### src/rtl/srff_bank.sv
// srff_bank: N independent set/reset flags with per-channel conflict mode,
// optional rising-edge qualification of S/R and optional auto-clear timeout.
//
// Ports:
//   clk      rising-edge clock
//   ares_L   asynchronous active-low reset
//   mode     2 bits per channel: 00 reset-wins, 01 set-wins, 10 hold, 11 toggle
//   S, R     per-channel set / reset requests
//   Q        registered flags
//   conflict registered pulse: set and reset events coincided
//   rise     registered pulse: Q went 0->1
module srff_bank #(
  parameter int N       = 8,
  parameter int EDGE    = 0,
  parameter int TIMEOUT = 0
) (
  input  logic           clk,
  input  logic           ares_L,
  input  logic [2*N-1:0] mode,
  input  logic [N-1:0]   S,
  input  logic [N-1:0]   R,
  output logic [N-1:0]   Q,
  output logic [N-1:0]   conflict,
  output logic [N-1:0]   rise
);

  localparam int CW = (TIMEOUT < 1) ? 1 : $clog2(TIMEOUT + 1);

  logic [N-1:0] es;
  logic [N-1:0] er;
  logic [N-1:0] q_nxt;

  // Effective events: raw levels, or rising edges against last-cycle samples.
  if (EDGE != 0) begin : g_edge
    logic [N-1:0] s_d;
    logic [N-1:0] r_d;

    always_ff @(posedge clk or negedge ares_L) begin
      if (!ares_L) begin
        s_d <= '0;
        r_d <= '0;
      end else begin
        s_d <= S;
        r_d <= R;
      end
    end

    assign es = S & ~s_d;
    assign er = R & ~r_d;
  end else begin : g_level
    assign es = S;
    assign er = R;
  end

  for (genvar i = 0; i < N; i++) begin : g_ch
    logic [1:0] m;
    logic       both;
    logic       sel_set;
    logic       sel_clr;
    logic       ev_set;
    logic       ev_clr;

    assign m    = mode[2*i +: 2];
    assign both = es[i] & er[i];

    // Resolution of a simultaneous set/reset; hold selects neither.
    always_comb begin
      sel_set = 1'b0;
      sel_clr = 1'b0;
      unique case (m)
        2'b00: sel_clr = 1'b1;
        2'b01: sel_set = 1'b1;
        2'b10: ;
        2'b11: begin
          sel_set = ~Q[i];
          sel_clr = Q[i];
        end
        default: ;
      endcase
    end

    assign ev_set = (es[i] & ~er[i]) | (both & sel_set);
    assign ev_clr = (er[i] & ~es[i]) | (both & sel_clr);

    if (TIMEOUT > 0) begin : g_to
      logic [CW-1:0] cnt;
      logic [CW-1:0] cnt_nxt;
      logic          qn;

      // An event always beats expiry; without one, a set flag counts down
      // and drops on the cycle the counter would reach zero.
      always_comb begin
        qn      = Q[i];
        cnt_nxt = cnt;
        if (ev_set) begin
          qn      = 1'b1;
          cnt_nxt = CW'(TIMEOUT);
        end else if (ev_clr) begin
          qn      = 1'b0;
          cnt_nxt = '0;
        end else if (Q[i]) begin
          if (cnt > CW'(1)) begin
            cnt_nxt = cnt - CW'(1);
          end else if (cnt == CW'(1)) begin
            qn      = 1'b0;
            cnt_nxt = '0;
          end
        end
      end

      always_ff @(posedge clk or negedge ares_L) begin
        if (!ares_L) begin
          cnt <= '0;
        end else begin
          cnt <= cnt_nxt;
        end
      end

      assign q_nxt[i] = qn;
    end else begin : g_nto
      assign q_nxt[i] = ev_set ? 1'b1 : (ev_clr ? 1'b0 : Q[i]);
    end
  end

  always_ff @(posedge clk or negedge ares_L) begin
    if (!ares_L) begin
      Q        <= '0;
      conflict <= '0;
      rise     <= '0;
    end else begin
      Q        <= q_nxt;
      conflict <= es & er;
      rise     <= ~Q & q_nxt;
    end
  end

endmodule

### config.mk
export PLATFORM = sky130hd
export DESIGN_NAME = srff_bank
export DESIGN_NICKNAME = d
export VERILOG_FILES = /design/src/rtl/srff_bank.sv
export SDC_FILE = /design/constraint.sdc
export NUM_CORES = 1
export LEC_CHECK = 0
export CORE_ASPECT_RATIO = 0.6
export CORE_MARGIN = 2
export CORE_UTILIZATION = 45
export DETAILED_ROUTE_END_ITERATION = 6
export PLACE_DENSITY = 0.83
export SYNTH_ARGS = -nofsm -noshare
export SYNTH_HDL_FRONTEND = slang
export SYNTH_SLANG_ARGS = --single-unit
### constraint.sdc
create_clock -name clk -period 1.89 [get_ports clk]
set_input_delay 0.378 -clock clk [delete_from_list [all_inputs] [get_ports clk]]
set_output_delay 0.378 -clock clk [all_outputs]
set_load 0.02 [all_outputs]
Word level (Yosys, flattened, before mapping) --
Cells that the tools add are included. W data, S select, Z words.
Operators by class: equality and inequality tests 16, reductions and logical operators 8, muxes and demuxes 32, bitwise operators 83
Operators with widths (count):
- $and A1 B1 Y1 | 40
- $pmux W1 S2 | 16
- $not A1 Y1 | 24
- $and A8 B8 Y8 | 2
- $eq A2 B1 Y1 const B | 8
- $eq A2 B2 Y1 const B | 8
- $logic_not A2 Y1 | 8
- $mux W1 | 16
- $or A1 B1 Y1 | 16
- $not A8 Y8 | 1
Storage, ports and cells: bits of input ports 34, bits in registers 24, output and inout bits 24

Logic depth before layout (Yosys ltp) --
Gate-level depths: netlist of run 1.
depth in word-level cells 7, depth in mapped cells 5, mapped depth without buffers 5

Worst setup path after synthesis of run 1 --
Ideal clock, no wire load.
path type input -> register, start in mode[7], end reg Q[3], path slack 619 ps, data arrival time 1141 ps, stages 5, buffers on the path 0, path through inv_1 ha_1 or3b_1 a21oi_1 a21oi_1
Between the ends: word-level cells in the longest chain between the ends 6, elaborated cells between the ends (all ways) 11, classes of those cells 2 x eq/ne; 4 x mux; 4 x bitwise; 1 x reduce/logical
Ends and longest elaborated chain:
- start: declaration | line 19 | input logic [2*N-1:0] mode,
- $eq A2 B2 Y1 / $logic_not A2 Y1 (equally long branches) | line 70 | unique case (m)
- $pmux W1 S2 | line 70
- $and A1 B1 Y1 | line 83 | assign ev_clr = (er[i] & ~es[i]) | (both & sel_clr);
- $or A1 B1 Y1 | line 83
- $mux W1 | line 121 | assign q_nxt[i] = ev_set ? 1'b1 : (ev_clr ? 1'b0 : Q[i]);
- $mux W1 * | line 121
- named net q_nxt[3] | line 31 | logic [N-1:0] q_nxt;
- end signal: assignment | line 131 | Q <= q_nxt;
- end: declaration | line 22 | output logic [N-1:0] Q,
Mark *: on every way through the listed nets, which the timed path passes. The rest lies on a longest branch.

Worst setup path in the final report of run 1 --
start in mode[4], end reg Q[2]
The elaborated chain is that of the path after synthesis.

==> results, run 1 <==
- The flow ran to the end, and the final reports show no timing, DRC or antenna violations.
- The post-synthesis register bit count is 24.
- The floorplan core area is 2870 sq um.
- The startpoint of the worst setup timing path is mode[4].
- Max-cap violations in this run came to 0.
- The routed layout has 1152 vias.
- The total inserted antenna cells is 0.
- The number of nets with antenna violations after routing is 0.
- Summing every instance area after synthesis gives 1360 sq um.
- The critical path contains buffers and inverters numbering 2 combined.
- Measured against the total synthesized area, the mux share comes to 0%.
- The post-synthesis xor/xnor area fraction is 0%.
- After the last flow step, the layout net total stands at 250.
- The number of global-route vias before repair is 1074.
- Global routing used 18.9% of the available tracks across all layers.
- The dominant synthesized flop cell is sky130_fd_sc_hd__dfrtp_1.
- The part of the cycle the worst path needs is 92.6%.
- Static timing analysis puts the maximum clock frequency at 572 MHz.
- The slowest stage of the critical path belongs to the cell sky130_fd_sc_hd__clkdlybuf4s50_1.
- The total overflow left after global routing is 0.
- The number of flops mapped to enable cells by yosys is 0.
- The worst setup path is captured at a flip-flop.
- The area growth from synthesis to layout is 50.5%.
- The number of buffers inserted by port buffering is 57.
- The adder and majority cell fraction of the synthesized area is 22.1%.
- In the routed layout, each cell is associated on average with a via count of 4.94.
- The deepest level of the CTS H-tree is 1.
- The number of antenna violations at the first check in global routing is 0.
- The buffer depth of the longest clock path is 2.
- The number of buffers added to fix hold violations after cts is 0.
- The area share of the largest cell type after synthesis is 44.2%.
- Setup repair after global routing left no endpoint under its margin.
- For this run, the slowest stage of the critical path takes 0.51 ns.
- The actual slew at the worst max-slew pin is 0.430 ns.
- After Yosys synthesis, and, or, nand and nor cells account for 16.5% of the synthesized area.
- The data arrival time at the worst-slack endpoint is 1.89 ns.
- The die width is 74.9 microns.
- The total setup violations reported at the end of the flow is 0.
- The synthesized area per cell is 10.5 sq um.
- In the synthesized netlist the async set-or-reset flop fraction comes to 100%.
- The hold violation total from the final report is 0.
- The synthesized-area fraction occupied by ao, oa, aoi and oai cells is 10.8%.
- After detailed placement, the total cell area comes to 1990 sq um.
- The final critical path time including I/O delays and setup is 1.75 ns.
- In this run the tightest slew margin relative to its limit is 71.0%.
- STA classifies the critical path startpoint as a primary input.
- The final routed wire length divided by cell count is 13.9 microns.
- TritonCTS built the clock tree.
- The accumulated negative setup slack is 0 ns.
- The worst hold path belongs to the class primary input to async pin.
- The required arrival time at the worst endpoint is 2.03 ns.
- The number of synthesis warnings is 0.
- Once layout is done, the placed cells without fillers occupy 2040 sq um.
- When the netlist entered floorplanning its net count stood at 187.
- By area the synthesized netlist is led by sky130_fd_sc_hd__dfrtp_1 (44%), sky130_fd_sc_hd__ha_1 (22%), sky130_fd_sc_hd__inv_1 (6.4%).
- Routability-driven placement finished with a final weighted congestion of 0.770.
- The critical path's top delay family is compound AO/OA/AOI/OAI gates.
- Fill cells in the final layout number 227.
- After clock tree synthesis, the clock-pin slew on the worst setup and hold paths is 0.08 ns.
- The endpoint identified for the worst register-to-register timing path is Q[3].
- The final standard cell utilization of the core is 71.2%.
- Walking the worst path, the cells encountered are clkdlybuf4s50_1, inv_1, ha_1, o41ai_1, a21oi_1.
- The worst setup path is of the primary input to flip-flop kind.
- The number of max-slew violations in the final report is 0.
- Dividing total power by cell area gives a power density of 642 nW/um^2.
- The pin count of the biggest net entering global routing is 25.
- The number of distinct library cells after synthesis is 15.
- The insertion delay to the later sink of the worst-skew pair is 0.27 ns.
- The leakage component of the power is 0.00101 uW.
- In this run the worst path has a maximum fanout of 3.
- Ranked by instance count, the synthesized netlist is headed by sky130_fd_sc_hd__dfrtp_1 (24), sky130_fd_sc_hd__ha_1 (24), sky130_fd_sc_hd__inv_1 (23).
- The fraction of final layout cells with drive strength greater than 1 is 6.28%.
- For this run, design rule violations remaining after detail routing come to 0.
- Before antenna repair, the detailed router went through 4 iterations.
- The clock buffer count from CTS is 3.
- The initial cell density of the core is 47.3%.
- For this design, the sink count on the clock tree is 24.
- The filler-free cell count of the finished design is 233.
- The critical register-to-register path startpoint is Q[3].
- The post-detailed-routing wire length is 3250 microns.
- VDD sags by at most 0.000403 V.
- The global-route wire length before repair is 4670 microns.
- The detailed router finished its first iteration with 20 violations.
- 58 I/O pins were placed.
- The cell accounting for the most synthesized area is sky130_fd_sc_hd__dfrtp_1.
- The height of the die is 46.5 microns.
- For flop-to-flop paths, the worst setup slack is 0.66 ns.
- The row count is 15.
- After synthesis, the largest family of logic cells by area is adder cells.
- The number of placed instances, taps included is 229.
- Synthesis produced 129 cells.
- The number of cells upsized or downsized after cts is 0.
- The area of the die is 3490 sq um.
- The register area share after synthesis is 44.2%.
- Summed over all nets, the half-perimeter wirelength after detailed placement is 2660 microns.
- The number of setup buffers added after CTS is 0.
- The root buffer cell is sky130_fd_sc_hd__clkbuf_8.
- The tightest hold path in the finished design has a slack of 0.456 ns.
- On the final layout, the worst clock skew is 0.00230 ns.
- The number of cells on the worst reg-to-reg path is 3.
## power breakdown
part | total, uW | internal [uW] | switching, uW | leakage, uW
Clock | 344 | 186 | 158 | 0.0000288
Combinational | 384 | 199 | 185 | 0.000680
Sequential | 584 | 558 | 26.0 | 0.000302
## cells by family (layout without fill, tap and decap cells)
kind of cell | after synthesis | after routing
AND/OR/NAND/NOR | 35 | 35
adder cells (fa/ha/maj) | 24 | 24
AO/OA/AOI/OAI | 23 | 23
flip-flops | 24 | 24
buffers and inverters | 23 | 85
## metrics by stage
| stage | setup slack [ns] | power [uW] |
|---|---|---|
| after floorplan | 0.619 | 751 |
| after global placement | 0.0883 | 951 |
| after detailed placement | -0.0989 | 975 |
| after CTS | 0.115 | 1320 |
| after global routing | 0.0894 | 1380 |
| final | 0.140 | 1310 |
## worst max path at each step
stage | end | slack, ns | depth (start not counted)
6_report | Q[2] | 0.14 | 5
5_1_grt | Q[3] | 0.09 | 5
4_1_cts | Q[2] | 0.11 | 5
3_5_place_dp | Q[3] | -0.1 | 5
3_3_place_gp | Q[4] | 0.09 | 6
2_1_floorplan | Q[3] | 0.62 | 5
## registers in the layout, indices dropped and copies added (netlist names)
name,count
conflict,8
Q,8
rise,8
## layer usage
layer  vias to the layer above  global-route usage, %  wire (microns)
met2                        50                   35.6            1660
met1                       535                   19.5            1240
li1                        557                      -               -
met5                         -                      0               0
met4                         0                   8.21              97
met3                        10                   6.13             244
## worst reg2reg max path: cells and delay by family (launching register included)
| kind | cells | cell delay, ns |
|---|---|---|
| compound gates | 2 | 0.63 |
| flops | 1 | 0.39 |
| buf+inv | 1 | 0.08 |
## layout make-up
type                       count  area (sq um)  area share, %
multi-input combinational     82           671           32.8
sequential                    24           601           29.4
timing repair buffer          58           578           28.3
inverter                      23          86.3           4.23
clock buffer                   4          55.1           2.69
tap                           42          52.6           2.57
## cells in the final DEF (no fill, tap or decap), drive strengths merged
cell type,Yosys,routed
inv,23,23
and2,8,8
buf,0,1
a21oi,14,14
nand2b,1,1
nor3b,1,1
o31ai,1,1
a211oi,1,1
ha,24,24
nor2,10,10
o41ai,7,7
clkbuf,0,4
dfrtp,24,24
nor4b,1,1
and3,7,7
or3b,7,7
clkdlybuf4s50,0,57
(Power assumes the default switching activity.)
==> inputs of run 2 (changes only) <==
--- a/config.mk
+++ b/config.mk
@@ -6,7 +6,6 @@
 export NUM_CORES = 1
 export LEC_CHECK = 0
 export CORE_ASPECT_RATIO = 0.6
-export CORE_MARGIN = 2
 export CORE_UTILIZATION = 45
 export DETAILED_ROUTE_END_ITERATION = 6
 export PLACE_DENSITY = 0.83
==> results, run 2 (synthesis gave the netlist of run 1 again) <==
- The area of the die is 3250 sq um.
- The critical path goes through clkdlybuf4s50_1.
- The deepest level of the CTS H-tree is 1.
- The setup slack of the most critical reg-to-reg path is 0.85 ns.
- The internal portion of the total power is 941 uW.
- STA classifies the critical path startpoint as a flip-flop.
- The final critical path time including I/O delays and setup is 1.69 ns.
- The cell type of the slowest stage on the worst timing path is sky130_fd_sc_hd__clkdlybuf4s50_1.
- The number of filler cells placed in the layout is 199.
- The count of vias placed by the detailed router is 1119.
- In the final routed layout, each cell accounts on average for 12.1 microns.
- For this design the top-level I/O count stands at 58.
- The height of the die is 44.5 microns.
- The global-route wire length before repair is 4710 microns.
- The total setup violations reported at the end of the flow is 0.
- The remaining global-route overflow is 0.
- The top cell types in the final layout, fill and taps aside, are sky130_fd_sc_hd__clkdlybuf4s50_1 (57), sky130_fd_sc_hd__dfrtp_1 (24), sky130_fd_sc_hd__ha_1 (24).
- Data on the critical path arrives at its endpoint at 1.32 ns.
- The root buffer cell is sky130_fd_sc_hd__clkbuf_8.
- Setup repair after global routing left no endpoint under its margin.
- The tool flagged a number of max-cap violations equal to 0.
- The worst slew margin relative to its limit is 77.6%.
- The worst-case vdd ir drop is 0.000439 V.
- The total inserted antenna cells is 0.
- The die width is 72.9 microns.
- The hold violation total from the final report is 0.
- Of the total power, the share spent switching nets is 27.4%.
- The final standard cell utilization of the core is 71.2%.
- The count of nets after finishing is 250.
- The accumulated negative setup slack is 0 ns.
- Together, buffers and inverters on the worst path number 1.
- For this run, the slowest stage of the critical path takes 0.63 ns.
- The CTS tree is yes.
- The floorplan core area is 2870 sq um.
- The depth of the critical timing path with buffers and inverters included is 1.
- In this run, post-CTS hold repair placed 0 buffers.
- The clock buffer count from CTS is 3.
- In this design, the largest share of critical-path delay is due to buffers and inverters.
- Of the total power, registers draw 45.0%.
- The area after detailed placement is 1990 sq um.
- From synthesis to final layout, the design area changed by 50.5%.
- The endpoint of the worst register-to-register path is Q[3].
- The final RePlAce weighted congestion is 0.754.
- Between clock sinks in the finished design, the worst skew comes to 0.00575 ns.
- Hold timing on the final database bottoms out at a slack of 0.480 ns.
- Of the total power, the clock network draws 26.2%.
- In this run the power density over the cells is 634 nW/um^2.
- The initial cell density of the core is 47.3%.
- The capturing instance or port of the critical path is Q[7].
- At the pin with the least slew margin, the transition time is 0.331 ns.
- The commonest non-fill, non-tap cell in the layout is sky130_fd_sc_hd__clkdlybuf4s50_1.
- The number of setup buffers added after CTS is 0.
- The number of DRC violations after detailed-routing iteration 0 is 26.
- The number of buffers inserted by port buffering is 57.
- Global routing used 19.7% of the available tracks across all layers.
- For this design the total switching power over the nets is 355 uW.
- The clock drives 24 sinks.
- The later pin in the worst-skew pair is clocked with a latency of 0.26 ns.
- In the final layout, the registers with the most flip-flops are Q: 8 flops, conflict: 8 flops, rise: 8 flops.
- The number of global-route vias before repair was 1103.
- In this run the worst setup path begins at Q[7].
- The flow ran to the end, and the final reports show no timing, DRC or antenna violations.
- The number of antenna violations at the first check in global routing came to 0.
- The type of destination of the critical path is a primary output.
- The leakage component of the power is 0.00101 uW.
- The setup path with the least slack is of type flip-flop to primary output.
- The portion of total power attributed to combinational logic is 28.8%.
- Wires add up to 2820 microns.
- The pin count of the biggest net entering global routing is 25.
- In this run the deepest clock path goes through 2 buffers.
- The number of cells upsized or downsized after cts is 0.
- The area used by multi-input combinational logic is 671 sq um.
- The final standard cell area without fillers is 2040 sq um.
- The detailed-route vias per instance is 4.80.
- The floorplan has 15 rows.
- Prior to clock tree synthesis, the placed netlist has a worst setup slack of 0.00812 ns.
- The number of max-slew violations in the final report came to 0.
- The number of cells on the worst reg-to-reg path is 3.
- The critical register-to-register path startpoint is Q[3].
- Of the cells placed in the final design, the portion with a size suffix greater than 1 is 6.28%.
- Data on the critical path is required at its endpoint by 1.51 ns.
- Once detail routing completed, the nets flagged for antenna violations numbered 0.
- The highest clock frequency the design can meet is 590 MHz.
- After layout, the worst setup slack is 0.196 ns.
- Along the worst path, the maximum fanout reaches 5.
- The remaining design rule violation count is 0.
- The wire-length estimate of the detail-placed layout is 2340 microns.
- Dividing the final minimum period by the clock period gives 89.7%.
- The detailed-router iteration count before antenna repair is 4.
- The classification of the worst-slack hold path is primary input to async pin.
- After clock tree synthesis, the clock-pin slew on the worst setup and hold paths is 0.08 ns.
- The total area of sequential cells is 601 sq um.
-- run 2: stage by stage --
stage	power (uW)	std cells
finish	1300	233
global route	1380	233
CTS	1310	233
detailed placement	969	229
global placement	951	229
floorplan	751	129
-- run 2: area by class of cell --
type / count / share of cell area [%]
multi-input combinational: 82 / 32.8
inverter: 23 / 4.23
timing repair buffer: 58 / 28.3
clock buffer: 4 / 2.69
sequential: 24 / 29.4
tap: 42 / 2.57
-- run 2: worst min-delay path by stage --
stage / start / end / slack (ns) / cells after the start
6_report: ares_L / rise[4] / 0.48 / 2
2_1_floorplan: ares_L / Q[0] / 0.08 / 0
4_1_cts: ares_L / rise[4] / 0.48 / 2
3_5_place_dp: Q[7] / rise[7] / 0.50 / 1
5_1_grt: ares_L / Q[1] / 0.48 / 2
3_3_place_gp: Q[7] / rise[7] / 0.51 / 1
-- run 2: per-layer routing --
layer | up-vias | wire length, microns | global-route usage (%)
met3 | 6 | 192 | 7.06
met5 | - | 0 | 0
li1 | 557 | - | -
met4 | 0 | 42 | 8.63
met1 | 515 | 1240 | 22.4
met2 | 41 | 1340 | 34.2
-- run 2: power by group through the flow --
| stage | logic (uW) | registers (uW) | clock network [uW] |
|---|---|---|---|
| finish | 373 | 584 | 339 |
| global route | 408 | 592 | 377 |
| CTS | 377 | 584 | 351 |
| detailed placement | 376 | 593 | 0 |
| global placement | 360 | 592 | 0 |
| floorplan | 102 | 649 | 0 |
==> inputs of run 3 (changes only) <==
--- a/config.mk
+++ b/config.mk
@@ -8,7 +8,9 @@
 export CORE_ASPECT_RATIO = 0.6
 export CORE_UTILIZATION = 45
 export DETAILED_ROUTE_END_ITERATION = 6
+export GPL_ROUTABILITY_DRIVEN = 0
 export PLACE_DENSITY = 0.83
+export REMOVE_ABC_BUFFERS = 1
 export SYNTH_ARGS = -nofsm -noshare
 export SYNTH_HDL_FRONTEND = slang
 export SYNTH_SLANG_ARGS = --single-unit
==> results of run 3 <==
The final DEF is identical to that of run 2; final timing and power are the same.
